**config.mk**
```make
export PLATFORM = sky130hd
export DESIGN_NAME = tl_burst_arbiter
export DESIGN_NICKNAME = d
export VERILOG_FILES = /design/src/rtl/tl_burst_arbiter.sv
export SDC_FILE = /design/constraint.sdc
export NUM_CORES = 1
export LEC_CHECK = 0
export ABC_AREA = 1
export BUFFER_PORTS_ARGS = -buffer_cell sky130_fd_sc_hd__buf_4
export CAP_MARGIN = 20
export CORE_AREA = 2 2 137 139
export CTS_BUF_LIST = sky130_fd_sc_hd__clkbuf_4
export DETAILED_ROUTE_END_ITERATION = 7
export DIE_AREA = 0 0 139 141
export PLACE_DENSITY_LB_ADDON = 0.15
export SLEW_MARGIN = 20
export SYNTH_ARGS = -nofsm -noshare
export SYNTH_HDL_FRONTEND = slang
export SYNTH_SLANG_ARGS = --single-unit
```
**constraint.sdc**
```tcl
create_clock -name clk -period 4.1 [get_ports clk]
set_input_delay 0.82 -clock clk [delete_from_list [all_inputs] [get_ports clk]]
set_output_delay 0.82 -clock clk [all_outputs]
set_load 0.005 [all_outputs]
```
**src/rtl/tl_burst_arbiter.sv**
```systemverilog
// tl_burst_arbiter: round-robin N:1 TileLink arbiter that locks the grant for whole multi-beat bursts
module tl_burst_arbiter #(
    parameter int N        = 4,
    parameter int DATA_W   = 64,
    parameter int SIZE_W   = 3,
    parameter int LOG_BEAT = 3,
    parameter int IDX_W    = $clog2(N),
    parameter int CNT_W    = 8
) (
    input  logic                clk,
    input  logic                rst_n,
    input  logic [N-1:0]        req_valid_i,
    output logic [N-1:0]        req_ready_o,
    input  logic [N*DATA_W-1:0] req_data_i,
    input  logic [N*SIZE_W-1:0] req_size_i,
    input  logic [N-1:0]        req_has_data_i,
    output logic                out_valid_o,
    input  logic                out_ready_i,
    output logic [DATA_W-1:0]   out_data_o,
    output logic [IDX_W-1:0]    out_idx_o,
    output logic                out_last_o,
    output logic                busy_o
);
    typedef enum logic [1:0] {IDLE, HOLD, BURST} state_t;

    state_t             state;
    logic [IDX_W-1:0]   ptr, lock, rr_g, grant, j;
    logic [CNT_W-1:0]   remain, beats_m1;
    logic [SIZE_W-1:0]  g_size;
    logic               g_hd, multi, fire;

    function automatic logic [IDX_W-1:0] inc(input logic [IDX_W-1:0] i);
        return (int'(i) == N - 1) ? '0 : i + 1'b1;
    endfunction

    // round-robin search from ptr; iterating downwards lets the closest valid requester win
    always_comb begin
        rr_g = ptr;
        j = '0;
        for (int k = N - 1; k >= 0; k--) begin
            j = IDX_W'((int'(ptr) + k) % N);
            if (req_valid_i[j]) rr_g = j;
        end
    end

    // grant, output mux, beat decode and handshake steering
    always_comb begin
        grant = (state == IDLE) ? rr_g : lock;
        out_valid_o = rst_n && ((state == IDLE) ? |req_valid_i : req_valid_i[lock]);
        out_idx_o = out_valid_o ? grant : ptr;
        fire = out_valid_o && out_ready_i;
        g_size = '0;
        g_hd = 1'b0;
        out_data_o = '0;
        req_ready_o = '0;
        for (int i = 0; i < N; i++) begin
            if (grant == IDX_W'(i)) begin
                g_size = req_size_i[i*SIZE_W +: SIZE_W];
                g_hd = req_has_data_i[i];
                req_ready_o[i] = fire;
            end
            if (out_idx_o == IDX_W'(i)) out_data_o = req_data_i[i*DATA_W +: DATA_W];
        end
        multi = g_hd && (g_size > SIZE_W'(LOG_BEAT));
        beats_m1 = (CNT_W'(1) << (g_size - SIZE_W'(LOG_BEAT))) - CNT_W'(1);
        out_last_o = rst_n && ((state == BURST) ? (remain == CNT_W'(1)) : !multi);
        busy_o = rst_n && (state != IDLE);
    end

    // arbitration FSM: hold a stalled offer, lock the grant through a burst, advance ptr after the last beat
    always_ff @(posedge clk or negedge rst_n) begin
        if (!rst_n) begin
            state <= IDLE;
            ptr <= '0;
            lock <= '0;
            remain <= '0;
        end else if (state == BURST) begin
            if (fire) begin
                remain <= remain - 1'b1;
                if (remain == CNT_W'(1)) begin
                    state <= IDLE;
                    ptr <= inc(lock);
                end
            end
        end else if (fire) begin
            if (multi) begin
                state <= BURST;
                lock <= grant;
                remain <= beats_m1;
            end else begin
                state <= IDLE;
                ptr <= inc(grant);
            end
        end else if (state == IDLE && out_valid_o) begin
            state <= HOLD;
            lock <= grant;
        end else if (state == HOLD && !out_valid_o) begin
            state <= IDLE;
        end
    end
endmodule
```
==> results of run 1 <==
## metrics by stage
stage	instance area, sq um	std cells	utilization [%]	setup TNS, ps	worst slack [ps]
global placement	6890	1264	37.7	-207	-180
floorplan	3970	704	-	0	57.4
CTS	7130	1280	39.0	0	0.828
global route	7310	1289	40.0	-680	-214
finish	7310	1289	40.0	-12.9	-12.9
detailed placement	6890	1264	37.7	-251	-219
## sequential cells by signal (all words and copies together), names as in the netlist
register and flops:
remain 8, lock 2, ptr 2, state 2
## where the power goes
part           switching [mW]  total, mW  internal (mW)
Sequential             0.0945      0.311          0.216
Clock                  0.0477     0.0819         0.0341
Combinational            4.41       8.08           3.67
Total                    4.56       8.48           3.92
## layout by cell type (no fill, tap or decap), types with 2 or more instances in the layout
cell / count
clkbuf_4: 3
o21ai_2: 2
a21oi_4: 2
a31oi_1: 2
nand2_2: 19
dfrtp_1: 12
nor2_1: 29
o21ai_1: 7
inv_2: 11
buf_4: 400
buf_12: 6
nand3_2: 3
dfrtp_2: 2
o211ai_1: 3
ha_4: 5
nand2_1: 122
nand2_4: 7
o21ai_0: 16
or2_0: 14
inv_1: 43
a21oi_2: 4
or2_2: 3
nand3_1: 138
a21oi_1: 12
ha_1: 4
nor3_1: 2
nand4_1: 164
nand3_4: 2
buf_6: 8
## layer usage
layer / GRT usage, % / wire, um
met2: 35.2 / 10800
met5: 0 / 0
met3: 4.01 / 1500
met1: 25.8 / 8960
met4: 2.34 / 357
## repair_timing
| action | in CTS | in global routing |
|---|---|---|
| gates resized for setup | 40 | 35 |
| buffers inserted | 13 | 9 |
| pin swaps | 13 | 22 |
| setup endpoints to repair | 1 | 8 |
## cell families (layout without fill, tap and decap cells)
| group | after synthesis | count (layout) | synth area share, % |
|---|---|---|---|
| AOI/OAI and AO/OA | 50 | 50 | 7.34 |
| xor gates and xnor gates | 2 | 2 | 0.441 |
| buffers and inverters | 122 | 473 | 15.3 |
| adders and majority gates | 10 | 10 | 3.15 |
| and+or+nand+nor | 506 | 506 | 65.0 |
| DFF | 14 | 14 | 8.82 |
## area by class of cell
class | instances | area [sq um]
fillers | 2009 | 11000
inverters | 56 | 218
clock buffers | 3 | 22.5
flip-flops and latches | 14 | 353
repair buffers | 414 | 3210
well taps | 234 | 293
multi-input cells | 568 | 3210
## worst paths after layout
path                                           from                     to  slack, ps  cells after the start
worst max-delay path                 req_valid_i[3]             out_last_o        -10                     27
worst min register to register  lock[1]$_DFFE_PN0P_    lock[1]$_DFFE_PN0P_        560                      2
min in group clk                lock[1]$_DFFE_PN0P_    lock[1]$_DFFE_PN0P_        560                      2
worst min-delay path                          rst_n  remain[3]$_DFFE_PN0P_        370                      1
worst max register to register   ptr[0]$_DFFE_PN0P_  remain[5]$_DFFE_PN0P_        130                     32
max in group asynchronous                     rst_n     ptr[1]$_DFFE_PN0P_       3530                      1
==> impl_metrics.csv, run 1 <==
group,metric,value,unit
yosys,synth.most_common_cell,"nand4_1",
floorplanning,dieArea,19600,sq um
yosys,synth_cell_types,34,
yosys,synth_edf_count,0,
sta,period_share,100,%
clock_tree,clkSlewWorstSetupHoldPaths,90,ps
floorplanning,die_w,139,um
grt,grt_pass1_wl,32.0,mm
worst_setup_path,cp-end-kind,"output port",
clock_tree,h-tree-depth,1,
yosys,synth_area,3970,sq um
sta,rsz0062_at_grt,"yes",
yosys,synth-seq-cells,14,
grt,grt_usage,19.9,%
routing,ant_nets,0,
routing,drt_pass1_iterations,5,
worst_setup_path,crit_arrival,3290,ps
flow_run,maxCapViolCount,0,
run_status,status,"finished with violations",
routing,num_vias,6477,
sta,hold_ws,369,ps
clock_tree,cts_hold_buf,0,
yosys,ys_warn_count,0,
worst_setup_path,path_class,"in2out",
sta,fmax,243,MHz
yosys,synthArstFlopShare,100,%
clock_tree,tritoncts,"yes",
final_layout,area_growth,84.0,%
worst_setup_path,crit_fanout,5,
clock_tree,clockRootBuffer,"clkbuf_4",
yosys,netlist_instances,704,
run_status,failed_checks,"negative setup slack",
worst_hold_path,min_path_type,"in2async",
worst_setup_path,crit_top_cell,"nand2_2",
pwr,finalPower,8.48,mW
final_layout,n_antenna_cell,0,
pwr,ir_drop,625,uV
clock_tree,cts_buffers,3,
yosys,synth.net_count,993,
worst_setup_path,crit_path_top_delay_cell,"a22oi_2",
sta,maxSlewHeadroom,64.7,%
floorplanning,ios,352,
yosys,synth_ff_type,"dfrtp_1",
pwr,p_leak,3.66,nW
final_layout,drive_gt1_share,45.8,%
floorplanning,start_util,21.8,%
placed_design,dpl.hpwl,16.7,mm
floorplanning,num_rows,50,
clock_tree,clock_latency,290,ps
worst_setup_path,worst-path-buf-inv,8,
grt,grt_start_max_net_pins,73,
grt,antenna_found_initial,0,
routing,wire_per_inst,16.7,um
placed_design,port_buffers,351,
sta,worstMarginPinSlew,529,ps
placed_design,gp_congestion,0.847,
grt,grt_pass1_vias,5847,
grt,grt_overflow,0,
yosys,synth.largest_area_cell,"nand4_1",
sta,slew_viol_final,0,
sta,setup_violations,1,
routing,routed_wl,21.6,mm
pwr,powerDensity,1160,nW/um^2
routing,drc,0,
worst_setup_path,crit_required,3280,ps
worst_setup_path,max_stage_delay,220,ps
sta,hold_viol,0,
routing,viasPerCell,5.02,
clock_tree,cts.sinks,14,
final_layout,final_nets,1346,
worst_setup_path,crit_path_start_kind,"input port",
sta,clock_skew,5.40,ps
yosys,netlist_top_cells_count,"nand4_1, nand2_1, nand3_1, inv_1, nor2_1",
sta,timing.final.ws_setup,-12.9,ps
clock_tree,clockBufferDepth,2,
floorplanning,core_area,18300,sq um
yosys,yosysTopAreaCellShare,25.8,%
routing,drt_iter0_markers,376,
yosys,synth_area_per_cell,5.64,sq um
floorplanning,die_height,141,um
yosys,synth_seq_area_share,8.82,%
yosys,ys_top_cells_by_area,"nand4_1, nand3_1, nand2_1",
sta,post-route-min-period,4110,ps
worst_setup_path,crit_family,"simple AND/OR/NAND/NOR gates",
Power figures use the tool's default switching activity.
==> inputs of run 2 (changes only) <==
- PLACE_DENSITY: default -> 0.52
- PLACE_DENSITY_LB_ADDON: 0.15 -> default
==> impl_metrics.csv, run 2 (synthesis results as in run 1) <==
group,metric,value,unit
run_status,status,"complete, no violations",
placed_design,post-place-ws,-259,ps
routing,viasPerCell,5.02,
worst_setup_path,crit_required,3280,ps
grt,grt_usage,22.0,%
sta,clock_skew,7.47,ps
clock_tree,cts_buffers,3,
floorplanning,core_area,18300,sq um
grt,gr-usage-met2,37.5,%
pwr,power_switching,4.58,mW
pwr,powerDensity,1150,nW/um^2
placed_design,placedCellCount,1268,
sta,hold_viol,0,
placed_design,gp_congestion,0.903,
routing,drc,0,
sta,fmax,248,MHz
sta,post-route-min-period,4030,ps
floorplanning,dieArea,19600,sq um
worst_setup_path,crit_fanout,4,
routing,ant_nets,0,
final_layout,mostFrequentLayoutCells,"buf_4, nand4_1, nand3_1, nand2_1, inv_1",
pwr,ir_drop,1180,uV
floorplanning,start_util,21.8,%
grt,grt_use_met1,29.8,%
grt,grt_use_met3,3.70,%
sta,setup_violations,0,
flow_run,maxCapViolCount,0,
placed_design,dpl.hpwl,19.1,mm
grt,grt_start_max_net_pins,44,
clock_tree,tritoncts,"yes",
routing,num_vias,6514,
sta,worstMarginPinSlew,449,ps
routing,routed_wl,23.3,mm
floorplanning,die_height,141,um
floorplanning,ios,352,
clock_tree,clockBufferDepth,2,
sta,maxSlewHeadroom,70.0,%
pwr,power_frac_seq,3.6,%
worst_setup_path,crit_path_start_kind,"input port",
placed_design,port_buffers,351,
final_layout,largest_reg_flops,8,
sta,timing.final.ws_setup,72.1,ps
grt,grt.busiest_layer,"met2",
pwr,pwr-share-clk,1.0,%
clock_tree,clock_latency,290,ps
final_layout,fin_cells,1297,
worst_hold_path,min_path_type,"in2async",
grt,grt_overflow,0,
final_layout,area_growth,85.4,%
sta,slew_viol_final,0,
clock_tree,cts_hold_buf,0,
sta,period_share,98.2,%
pwr,p_leak,3.70,nW
final_layout,drive_gt1_share,45.8,%
pwr,internal_power,3.87,mW
final_layout,layout_commonest_cell,"buf_4",
floorplanning,die_w,139,um
grt,antenna_found_initial,4,
routing,wire_per_inst,17.9,um
clock_tree,clockRootBuffer,"clkbuf_4",
worst_setup_path,path_class,"in2out",
grt,grt_pass1_vias,6106,
final_layout,final_nets,1349,
final_layout,regMostFlops,"remain",
routing,drt_pass1_iterations,4,
routing,drt_iter0_markers,353,
sta,rsz0062_at_grt,"yes",
worst_setup_path,cp-end-kind,"output port",
clock_tree,h-tree-depth,1,
pwr,sw_frac_of_total,54.2,%
pwr,combPwrFrac,95.4,%
floorplanning,num_rows,50,
grt,grt_pass1_wl,34.6,mm
worst_setup_path,crit_arrival,3210,ps
clock_tree,clkSlewWorstSetupHoldPaths,100,ps
clock_tree,cts.sinks,14,
run 2: critical path, cell delays in order:
cell	delay, ps
buf_4	120
nand2_2	80
nand2_2	70
nand2_1	70
nand2_1	40
nand2_1	70
nand2_2	60
nand2_1	60
nand2_1	60
nand3_2	80
nand2_4	70
buf_6	130
ha_4	160
buf_6	120
nand3_1	70
nand2_1	60
nand2_1	70
nand2_2	60
nand2_2	80
inv_2	50
ha_4	150
inv_2	50
o21ai_1	50
a21oi_1	150
nand3_1	140
nand2_2	110
nor2_2	40
buf_4	130
run 2: per-layer routing:
metal	routed length (um)	vias up
met2	11500	214
met3	1390	17
met4	233	0
li1	-	3254
met5	0	-
met1	10200	3029
run 2: metrics by stage:
step	instance area [sq um]	util (%)	power (mW)	TNS (ps)	hold WS, ps
global route	7360	40.3	9.33	-510	454
detailed placement	6950	38.0	7.54	-259	545
global placement	6950	38.0	7.53	-202	540
finish	7370	40.3	8.45	0	453
floorplan	3970	-	4.65	0	500
CTS	7220	39.5	8.22	0	458
run 2: power groups by stage:
stage | clock [mW] | combinational (mW) | sequential [mW]
final | 0.0857 | 8.06 | 0.303
after global routing | 0.0983 | 8.92 | 0.314
after CTS | 0.0874 | 7.83 | 0.306
after detailed placement | 0 | 7.22 | 0.311
after global placement | 0 | 7.22 | 0.312
after floorplan | 0 | 4.37 | 0.275
run 2: final cells by class:
type | instances | area (sq um)
clock inverters | 1 | 3.75
fillers | 2051 | 10900
clock buffers | 3 | 22.5
multi-input cells | 568 | 3220
repair buffers | 417 | 3250
diodes | 4 | 10.0
flip-flops and latches | 14 | 353
well taps | 234 | 293
inverters | 56 | 225
run 2: final timing paths:
path                                       startpoint                     to  slack, ps  cells past startpoint
worst max-delay path                   req_valid_i[3]             out_last_o         70                     28
worst min-delay path                            rst_n  remain[7]$_DFFE_PN0P_        450                      2
worst max register to register     ptr[0]$_DFFE_PN0P_  remain[6]$_DFFE_PN0P_        130                     36
worst min register to register  remain[5]$_DFFE_PN0P_  remain[5]$_DFFE_PN0P_        560                      2
max in group asynchronous                       rst_n     ptr[0]$_DFFE_PN0P_       3460                      2
min in group clk                remain[5]$_DFFE_PN0P_  remain[5]$_DFFE_PN0P_        560                      2
run 2: what timing repair did:
action | 4_1_cts | 5_1_grt
pin swaps | 18 | 20
setup buffers | 16 | 5
hold endpoints to repair | 0 | 0
resized for setup | 39 | 32
setup endpoints to repair | 1 | 7
==> inputs of run 3 (changes only) <==
--- a/config.mk
+++ b/config.mk
@@ -19 +19,2 @@
 export SYNTH_SLANG_ARGS = --single-unit
+export TNS_END_PERCENT = 20
==> constraint.sdc (replaced) <==
create_clock -name clk -period 4.1 [get_ports clk]
set_input_delay 0.41 -clock clk [delete_from_list [all_inputs] [get_ports clk]]
set_output_delay 0.41 -clock clk [all_outputs]
set_load 0.005 [all_outputs]
==> impl_metrics.csv, run 3 (synthesis results as in run 1) <==
group,metric,value,unit
worst_setup_path,crit_top_cell,"buf_4",
routing,top_layer_used,"met5",
routing,met1_length,9.95,mm
sta,worstMarginPinSlew,736,ps
routing,ant_nets,0,
final_layout,drive_gt1_share,40.4,%
worst_setup_path,cp-end-kind,"output port",
routing,drt_iter0_markers,412,
pwr,ir_drop,1120,uV
worst_setup_path,max_stage_delay,520,ps
routing,num_vias,6267,
routing,routed-wl-met2,11.2,mm
routing,drc,0,
placed_design,placedCellCount,1237,
clock_tree,h-tree-depth,1,
grt,grt_start_max_net_pins,69,
placed_design,post-place-ws,341,ps
grt,grt_pass1_wl,33.8,mm
worst_setup_path,path_class,"in2out",
floorplanning,core_area,18300,sq um
sta,timing.final.ws_setup,327,ps
clock_tree,cts.sinks,14,
final_layout,final_nets,1307,
worst_setup_path,ff2ff_setup_slack,680,ps
placed_design,port_buffers,351,
grt,grt_usage,21.6,%
worst_setup_path,r2r_cells,25,
floorplanning,ios,352,
floorplanning,dieArea,19600,sq um
worst_setup_path,rr_endpoint,"remain[4]$_DFFE_PN0P_",
routing,wire_per_inst,18.3,um
floorplanning,start_util,21.8,%
floorplanning,die_w,139,um
sta,fmax,265,MHz
worst_setup_path,crit_family,"buffers and inverters",
sta,period_share,92.0,%
sta,slew_viol_final,0,
clock_tree,cts_buffers,3,
final_layout,mostFrequentLayoutCells,"buf_4, nand4_1, nand3_1, nand2_1, inv_1",
final_layout,regMostFlops,"remain",
worst_setup_path,crit_fanout,35,
grt,antenna_found_initial,6,
clock_tree,clockBufferDepth,2,
clock_tree,clkSlewWorstSetupHoldPaths,90,ps
sta,post-route-min-period,3770,ps
clock_tree,tritoncts,"yes",
grt,grt_overflow,0,
worst_setup_path,crit_required,3690,ps
pwr,p_leak,3.44,nW
sta,hold_viol,0,
run_status,status,"complete, no violations",
flow_run,maxCapViolCount,0,
worst_setup_path,timing.rr.start,"ptr[0]$_DFFE_PN0P_",
worst_setup_path,crit_path_start_kind,"input port",
routing,viasPerCell,4.99,
routing,routed_wl,22.9,mm
final_layout,largest_reg_flops,8,
worst_hold_path,min_path_type,"in2async",
final_layout,layout_commonest_cell,"buf_4",
worst_setup_path,critical_path.cell_chain,"dlygate4sd3_1 > buf_4 > inv_1 > a21oi_4 > nand3_4 > nand2_4 > buf_4 > nand3_1 > nand4_1 > buf_4",
routing,dr_wl_met3,1.45,mm
final_layout,fin_cells,1256,
worst_setup_path,worst-path-buf-inv,5,
clock_tree,clock_latency,280,ps
pwr,powerDensity,1080,nW/um^2
worst_setup_path,crit_arrival,3360,ps
clock_tree,clockRootBuffer,"clkbuf_4",
grt,grt_pass1_vias,5850,
floorplanning,die_height,141,um
placed_design,dpl.hpwl,18.3,mm
routing,drt_pass1_iterations,5,
sta,clock_skew,1.61,ps
worst_setup_path,crit_path_top_delay_cell,"dlygate4sd3_1",
placed_design,gp_congestion,0.889,
sta,setup_violations,0,
sta,maxSlewHeadroom,50.9,%
final_layout,area_growth,72.6,%
floorplanning,num_rows,50,
[run 3: cell types whose count changed in the layout (fill, tap and decap cells not counted), moves of 4 or more]
cell	before	now
buf_12	8	3
buf_4	405	371
buf_6	4	0
inv_1	44	52
inv_2	7	1
nand2_1	121	135
nand2_2	17	7
nand2_4	10	6
[run 3: worst register-to-register path, stage by stage, from the launching register on]
cell and delay [ps]:
dfrtp_2 450, buf_4 160, nand2_1 110, nand3_2 90
nand2_1 60, inv_1 40, nand2_1 40, nand2_1 60
nand3_1 80, nand3_2 140, nand2_4 150, ha_4 170
inv_1 80, nor2_1 100, nor2_1 50, a22oi_1 270
inv_1 80, ha_1 350, nand3_1 100, ha_1 230
nand2_1 90, inv_1 50, nand3_1 90, nand3_1 100
nand3_1 80, o21ai_0 90
[run 3: worst max-delay path by stage]
stage                                  start                    end  cells past startpoint
after floorplan           ptr[0]$_DFFE_PN0P_  remain[0]$_DFFE_PN0P_                     27
after global routing      ptr[0]$_DFFE_PN0P_             out_last_o                     26
after detailed placement  ptr[0]$_DFFE_PN0P_             out_last_o                     28
final                                  rst_n         out_data_o[16]                     10
after global placement    ptr[0]$_DFFE_PN0P_             out_last_o                     28
after CTS                 ptr[0]$_DFFE_PN0P_             out_last_o                     28
[run 3: routing by layer]
metal	GRT usage, %	up-vias
met5	0	-
met4	4.57	2
met3	4.62	20
met2	36.2	209
met1	28.7	2866
li1	-	3170
[run 3: area by class of cell]
class	instances	area, sq um
fill	2106	11400
multi-input combinational	568	3100
timing repair buffer	375	2860
sequential	14	353
tap	234	293
inverter	56	220
clock buffer	3	22.5
antenna	5	12.5
clock inverter	1	3.75
[run 3: where the power goes]
part | switching (mW) | internal (mW) | total, mW
Clock | 0.0484 | 0.0353 | 0.0837
Sequential | 0.0847 | 0.216 | 0.301
Combinational | 4.15 | 2.90 | 7.04
[run 3: through the flow]
| stage | cell area, sq um | TNS [ps] | total power [mW] | hold slack, ps | util, % |
|---|---|---|---|---|---|
| after global placement | 6670 | 0 | 7.16 | 281 | 36.5 |
| after detailed placement | 6670 | 0 | 7.12 | 282 | 36.5 |
| final | 6860 | 0 | 7.43 | 507 | 37.5 |
| after floorplan | 3970 | 0 | 4.65 | 114 | - |
| after CTS | 6700 | 0 | 7.23 | 502 | 36.7 |
| after global routing | 6860 | -11.6 | 8.33 | 512 | 37.5 |
[run 3: what timing repair did]
action                                  in CTS  in global routing
setup buffers                                0                  9
hold buffers                                 1                  0
hold endpoints to repair                    14                  0
endpoints found under the setup margin       0                 16
resized for setup                            0                 24
